$ cat src/rtl/bfp_pkg.sv
// bfp_pkg: udCompHdr field layout, supported compression methods and the
// AXI-Stream beat payload shared by the BFP decompression arbiter.
package bfp_pkg;

   localparam int unsigned AXIS_DW = 64;
   localparam int unsigned AXIS_KW = 8;
   localparam int unsigned AXIS_UW = 40;

   localparam int unsigned UD_IQ_WIDTH_MSB = 39;
   localparam int unsigned UD_IQ_WIDTH_LSB = 36;
   localparam int unsigned UD_METH_MSB     = 35;
   localparam int unsigned UD_METH_LSB     = 32;

   localparam logic [3:0] UD_COMP_METH_NONE = 4'h0;
   localparam logic [3:0] UD_COMP_METH_BFP  = 4'h1;

   // udCompHdr as carried on tuser of a packet's first beat
   typedef struct packed {
      logic [UD_IQ_WIDTH_MSB-UD_IQ_WIDTH_LSB:0] iq_width;
      logic [UD_METH_MSB-UD_METH_LSB:0]         comp_meth;
      logic [UD_METH_LSB-1:0]                   rsvd;
   } ud_comp_hdr_t;

   typedef struct packed {
      ud_comp_hdr_t         tuser;
      logic [AXIS_KW-1:0]   tkeep;
      logic                 tlast;
      logic [AXIS_DW-1:0]   tdata;
   } axis_beat_t;

   function automatic logic meth_supported(input ud_comp_hdr_t hdr);
      return (hdr.comp_meth == UD_COMP_METH_NONE) || (hdr.comp_meth == UD_COMP_METH_BFP);
   endfunction

endpackage

$ cat src/rtl/bfp_axis_reg_slice.sv
// bfp_axis_reg_slice: 2-entry skid register slice; registered valid on the
// output side, ready on the input side derived only from the skid flag.
module bfp_axis_reg_slice #(
   parameter int unsigned DW = 8
) (
   input  logic          clk,
   input  logic          rst_n,
   input  logic [DW-1:0] s_data,
   input  logic          s_valid,
   output logic          s_ready,
   output logic [DW-1:0] m_data,
   output logic          m_valid,
   input  logic          m_ready
);

   logic          skid_valid;
   logic [DW-1:0] skid_data;
   logic          s_fire;
   logic          load_main;

   assign s_ready   = ~skid_valid;
   assign s_fire    = s_valid & s_ready;
   assign load_main = ~m_valid | m_ready;

   always_ff @(posedge clk or negedge rst_n) begin
      if (!rst_n) begin
         m_valid    <= 1'b0;
         skid_valid <= 1'b0;
      end else if (load_main) begin
         m_valid    <= skid_valid | s_fire;
         skid_valid <= 1'b0;
      end else if (s_fire) begin
         skid_valid <= 1'b1;
      end
   end

   // Output stage drains the skid entry before taking new input, preserving order
   always_ff @(posedge clk) begin
      if (load_main) begin
         m_data <= skid_valid ? skid_data : s_data;
      end else if (s_fire) begin
         skid_data <= s_data;
      end
   end

endmodule

$ cat src/rtl/bfp_decomp_arbiter.sv
// bfp_decomp_arbiter: packet-granular round-robin merge of NUM_CH compressed-section
// streams into one stream. Optional per-channel packet counters under BFP_ARB_STATS_EN.
module bfp_decomp_arbiter
   import bfp_pkg::*;
#(
   parameter int unsigned NUM_CH = 4
) (
   input  logic                           clk,
   input  logic                           rst_n,
   input  logic [NUM_CH-1:0][AXIS_DW-1:0] s_axis_tdata,
   input  logic [NUM_CH-1:0][AXIS_KW-1:0] s_axis_tkeep,
   input  logic [NUM_CH-1:0]              s_axis_tvalid,
   input  logic [NUM_CH-1:0]              s_axis_tlast,
   output logic [NUM_CH-1:0]              s_axis_tready,
   input  logic [NUM_CH-1:0][AXIS_UW-1:0] s_axis_tuser,
   output logic [AXIS_DW-1:0]             m_axis_tdata,
   output logic [AXIS_KW-1:0]             m_axis_tkeep,
   output logic                           m_axis_tvalid,
   output logic                           m_axis_tlast,
   input  logic                           m_axis_tready,
   output logic [AXIS_UW-1:0]             m_axis_tuser,
   output logic [$clog2(NUM_CH)-1:0]      m_axis_tid,
   output logic                           err_bad_meth
`ifdef BFP_ARB_STATS_EN
   ,
   output logic [NUM_CH-1:0][31:0]        pkt_cnt
`endif
);

   localparam int unsigned GW = $clog2(NUM_CH);
   localparam int unsigned BW = $bits(axis_beat_t) + GW;

   typedef enum logic {
      IDLE = 1'b0,
      BUSY = 1'b1
   } state_t;

   state_t        state_q, state_d;
   logic [GW-1:0] grant_q, grant_d;
   logic [GW-1:0] last_grant_q, last_grant_d;
   logic          first_q, first_d;
   logic          err_d;

   logic [GW-1:0] rr_pick;
   logic [GW-1:0] rr_cand;
   logic          rr_found;

   logic          in_valid;
   logic          accept;
   logic          tlast_fire;
   logic          slice_ready;
   axis_beat_t    in_beat;
   axis_beat_t    out_beat;
   logic [BW-1:0] slice_in;
   logic [BW-1:0] slice_out;

   // First valid channel after last_grant in ascending modulo order
   always_comb begin
      rr_found = 1'b0;
      rr_pick  = '0;
      rr_cand  = '0;
      for (int unsigned i = 1; i <= NUM_CH; i++) begin
         rr_cand = GW'((32'(last_grant_q) + i) % NUM_CH);
         if (!rr_found && s_axis_tvalid[rr_cand]) begin
            rr_found = 1'b1;
            rr_pick  = rr_cand;
         end
      end
   end

   always_comb begin
      in_beat.tdata = s_axis_tdata[grant_q];
      in_beat.tkeep = s_axis_tkeep[grant_q];
      in_beat.tlast = s_axis_tlast[grant_q];
      in_beat.tuser = ud_comp_hdr_t'(s_axis_tuser[grant_q]);
   end

   // Next-state, handshake and error decode
   always_comb begin
      state_d       = state_q;
      grant_d       = grant_q;
      last_grant_d  = last_grant_q;
      first_d       = first_q;
      s_axis_tready = '0;
      in_valid      = 1'b0;
      accept        = 1'b0;
      tlast_fire    = 1'b0;
      err_d         = 1'b0;
      case (state_q)
         IDLE: begin
            if (rr_found) begin
               grant_d = rr_pick;
               first_d = 1'b1;
               state_d = BUSY;
            end
         end
         BUSY: begin
            s_axis_tready[grant_q] = slice_ready;
            in_valid               = s_axis_tvalid[grant_q];
            accept                 = in_valid & slice_ready;
            tlast_fire             = accept & in_beat.tlast;
            err_d                  = accept & first_q & ~meth_supported(in_beat.tuser);
            if (accept) begin
               first_d = 1'b0;
            end
            if (tlast_fire) begin
               last_grant_d = grant_q;
               state_d      = IDLE;
            end
         end
         default: state_d = IDLE;
      endcase
   end

   always_ff @(posedge clk or negedge rst_n) begin
      if (!rst_n) begin
         state_q      <= IDLE;
         grant_q      <= '0;
         last_grant_q <= GW'(NUM_CH - 1);
         first_q      <= 1'b0;
         err_bad_meth <= 1'b0;
      end else begin
         state_q      <= state_d;
         grant_q      <= grant_d;
         last_grant_q <= last_grant_d;
         first_q      <= first_d;
         err_bad_meth <= err_d;
      end
   end

   assign slice_in = {grant_q, in_beat};

   bfp_axis_reg_slice #(
      .DW (BW)
   ) u_slice (
      .clk     (clk),
      .rst_n   (rst_n),
      .s_data  (slice_in),
      .s_valid (in_valid),
      .s_ready (slice_ready),
      .m_data  (slice_out),
      .m_valid (m_axis_tvalid),
      .m_ready (m_axis_tready)
   );

   assign {m_axis_tid, out_beat} = slice_out;
   assign m_axis_tdata = out_beat.tdata;
   assign m_axis_tkeep = out_beat.tkeep;
   assign m_axis_tlast = out_beat.tlast;
   assign m_axis_tuser = out_beat.tuser;

`ifdef BFP_ARB_STATS_EN
   // Wrapping count of completed packets per channel
   always_ff @(posedge clk or negedge rst_n) begin
      if (!rst_n) begin
         pkt_cnt <= '0;
      end else if (tlast_fire) begin
         for (int unsigned c = 0; c < NUM_CH; c++) begin
            if (grant_q == GW'(c)) begin
               pkt_cnt[c] <= pkt_cnt[c] + 32'd1;
            end
         end
      end
   end
`endif

endmodule

$ cat config.mk
export PLATFORM = sky130hd
export DESIGN_NAME = bfp_decomp_arbiter
export DESIGN_NICKNAME = d
export VERILOG_FILES = /design/src/rtl/bfp_pkg.sv /design/src/rtl/bfp_axis_reg_slice.sv /design/src/rtl/bfp_decomp_arbiter.sv
export SDC_FILE = /design/constraint.sdc
export NUM_CORES = 1
export LEC_CHECK = 0
export CAP_MARGIN = 20
export CORE_AREA = 4 4 225 227
export DETAILED_ROUTE_END_ITERATION = 10
export DIE_AREA = 0 0 229 231
export SLEW_MARGIN = 20
export SYNTH_ARGS = -nofsm -noshare
export SYNTH_HDL_FRONTEND = slang
export SYNTH_SLANG_ARGS = --single-unit
$ cat constraint.sdc
create_clock -name clk -period 10.2 [get_ports clk]
set_input_delay 2.04 -clock clk [delete_from_list [all_inputs] [get_ports clk]]
set_output_delay 2.04 -clock clk [all_outputs]
set_load 0.005 [all_outputs]
==> impl_metrics.csv <==
group,metric,value,unit
status,status,"complete, no violations",
pwr,p_per_area,259,mW/mm^2
finish,area_growth,61.9,%
die,start_util,23.8,%
setup_path,crit_required,8.16,ns
setup_path,r2r_start,"grant_q[1]",
die,coreArea,0.0486,sq mm
clock_tree,h-tree-depth,1,
setup_path,path_class,"reg -> out",
die,die_w,229,um
die,io_pins,580,
setup_path,rrSetupSlack,7.08,ns
route,dr_total_vias,7825,
grt,grt_max_degree,61,
setup_path,arrival,2.20,ns
timing,final_max_slew_viol_count,0,
setup_path,worst-r2r-cell-count,4,
route,drt_iter0_markers,346,
route,viasPerCell,4.43,
grt,antenna_found_initial,1,
synth,synth_top_area_share,59.6,%
route,drc,0,
synth,synth_cell_type_count,30,
worst_hold_path,hold_end,"first_q",
timing,finalSetupTns,0,ns
die,die_area,0.0529,sq mm
placement,hpwl,28200,um
route,routedWlPerCell,20.7,um
grt,overflow,0,
setup_path,cp_max_fo,36,
route,drt_wl_total,36600,um
pwr,p_leak,6.30,nW
clock_tree,tritoncts,"built",
grt,grt_pass1_wl,54200,um
grt,first_global_vias,8762,
finish,nets,1584,
worst_hold_path,hp-class,"reg -> reg",
finish,utilization,38.6,%
synth,synthTopCellsByArea,"edfxtp_1, mux4_2, mux2_2, buf_12, dfrtp_1",
synth,avgSynthCellArea,21.2,sq um
synth,ys_warn_count,0,
clock_tree,path_clk_slew,0.06,ns
synth,synth_nets,1007,
route,dr.pass1.iters,4,
timing,finalHoldViolations,0,
pwr,ir_worst_vdd,0.170,mV
route,final_antenna_net_count,0,
job,cap_violations,0,
die,rows,81,
setup_path,endpoint_kind,"output pin",
grt,grt_usage,13.2,%
synth,ys_seq_elements,239,
clock_tree,hold_buffers,0,
clock_tree,cts_root_buf,"clkbuf_16",
timing,rsz0062_at_grt,"false",
placement,placed_cell_area,0.0179,sq mm
timing,setup_violations,0,
setup_path,timing.rr.end,"u_slice.m_data[91]",
timing,worst_slew_pin_slew,0.903,ns
worst_hold_path,min_path_cells,2,
synth,syn_inst,548,
clock_tree,worstSkewPairLatency,0.54,ns
placement,place.port_buffers,579,
timing,post-route-period-util,41.6,%
synth,synth_area,0.0116,sq mm
timing,finalClockSkew,0.0106,ns
placement,gp_congestion,0.819,
clock_tree,cts_setup_buffers,0,
clock_tree,cts_buffer_depth,3,
synth,yosysSeqAreaShare,61.5,%
clock_tree,cts_resized,0,
timing,period_minus_slack,4.24,ns
worst_hold_path,hold_start,"first_q",
timing,clock.fmax,236,MHz
finish,drive_gt1_share,25.2,%
synth,synth_area_leader_cell,"edfxtp_1",
finish,postLayoutCellArea,0.0188,sq mm
clock_tree,cts_made_buffers,26,
timing,maxSlewHeadroom,39.8,%
clock_tree,clock_sinks,239,
die,die_y,231,um
pwr,design_power_total,4.87,mW
setup_path,start_kind,"flip-flop",
==> cell usage after synthesis <==
library cell  instances
nand3_1               1
nand2b_1              2
o41a_1                1
nor2_1                6
buf_12               11
a21boi_0              1
and3_1                1
dfstp_2               2
o21ai_0               1
nor3b_1               2
nand2_1               6
a21o_1                1
buf_1                 3
mux2i_1               1
o31ai_1               1
mux2_2              117
mux4_2              114
nor2b_1               2
dfrtp_1               7
a21oi_1               5
buf_2                16
inv_1                 1
buf_4                 1
nor4_1                2
nor3_1                2
or4_1                 1
edfxtp_1            230
clkbuf_1              8
and3b_1               1
buf_6                 1
==> worst max-delay path by stage <==
stage	start	to	slack, ns
floorplan	m_axis_tready	u_slice.skid_data[0]	1.06
global placement	m_axis_tready	u_slice.m_data[98]	5.63
detailed placement	m_axis_tready	u_slice.m_data[34]	5.61
CTS	grant_q[0]	s_axis_tready[0]	5.90
global route	grant_q[0]	s_axis_tready[0]	5.80
finish	grant_q[0]	s_axis_tready[0]	5.96
==> layout by cell type, fill, tap and decap left out, drive strengths merged, types with 2 or more instances in the layout <==
master         count
a21oi              5
clkbuf            31
clkdlybuf4s50    579
nand2b             2
nor4               2
nand2              6
nor3               2
mux4             114
dfstp              2
buf               10
nor2               6
nor3b              2
nor2b              2
inv                4
mux2             117
bufinv             3
dfrtp              7
clkinv            10
edfxtp           230
==> per-stage QoR <==
step           instances  setup slack, ns  hold slack [ns]
6_report            1768             5.96            0.531
5_1_grt             1767             5.80            0.549
4_1_cts             1767             5.90            0.534
3_5_place_dp        1719             5.61            0.527
3_3_place_gp        1719             5.63            0.512
2_1_floorplan        548             1.06            0.447
==> layout make-up <==
cell class              count  area, sq um
diodes                      1         2.50
clock buffers              31          691
clock inverters            17          171
fillers                  4522        29900
inverters                   1         3.75
multi-input cells         268         4110
flip-flops and latches    239         7150
well taps                 622          778
repair buffers            589         5870
==> kinds of logic (layout without fill, tap and decap cells) <==
family / Yosys count / after routing / synth area share [%]
simple gates: 26 / 26 / 1.17
compound gates: 10 / 10 / 0.550
flops: 239 / 239 / 61.5
other cells: 0 / 1 / 0
buf+inv: 41 / 638 / 3.14
mux: 232 / 232 / 33.6
==> where the power goes <==
part	switching, mW	internal [mW]	total (mW)
logic	0.846	1.24	2.09
registers	0.153	1.67	1.83
clock network	0.391	0.562	0.953
total	1.39	3.48	4.87
==> state kept, by name, summed over array words and instances (netlist names) <==
| name | count |
|---|---|
| err_bad_meth | 1 |
| first_q | 1 |
| grant_q | 2 |
| last_grant_q | 2 |
| state_q | 1 |
| u_slice.m_data | 115 |
| u_slice.m_valid | 1 |
| u_slice.skid_data | 115 |
| u_slice.skid_valid | 1 |
==> worst max-delay path, cell delays in order, from the launching register on <==
cell             delay (ns)
dfrtp_4                0.72
nor4_1                 0.37
clkdlybuf4s50_1        0.58
==> layer usage <==
metal / wire, um / vias to the layer above / global-route usage [%]
met1: 14400 / 3928 / 15.7
li1: - / 3516 / -
met4: 776 / 0 / 3.52
met2: 18900 / 332 / 23.4
met5: 0 / - / 0
met3: 2590 / 49 / 3.76
No activity file was read; power rests on OpenSTA's default activity.
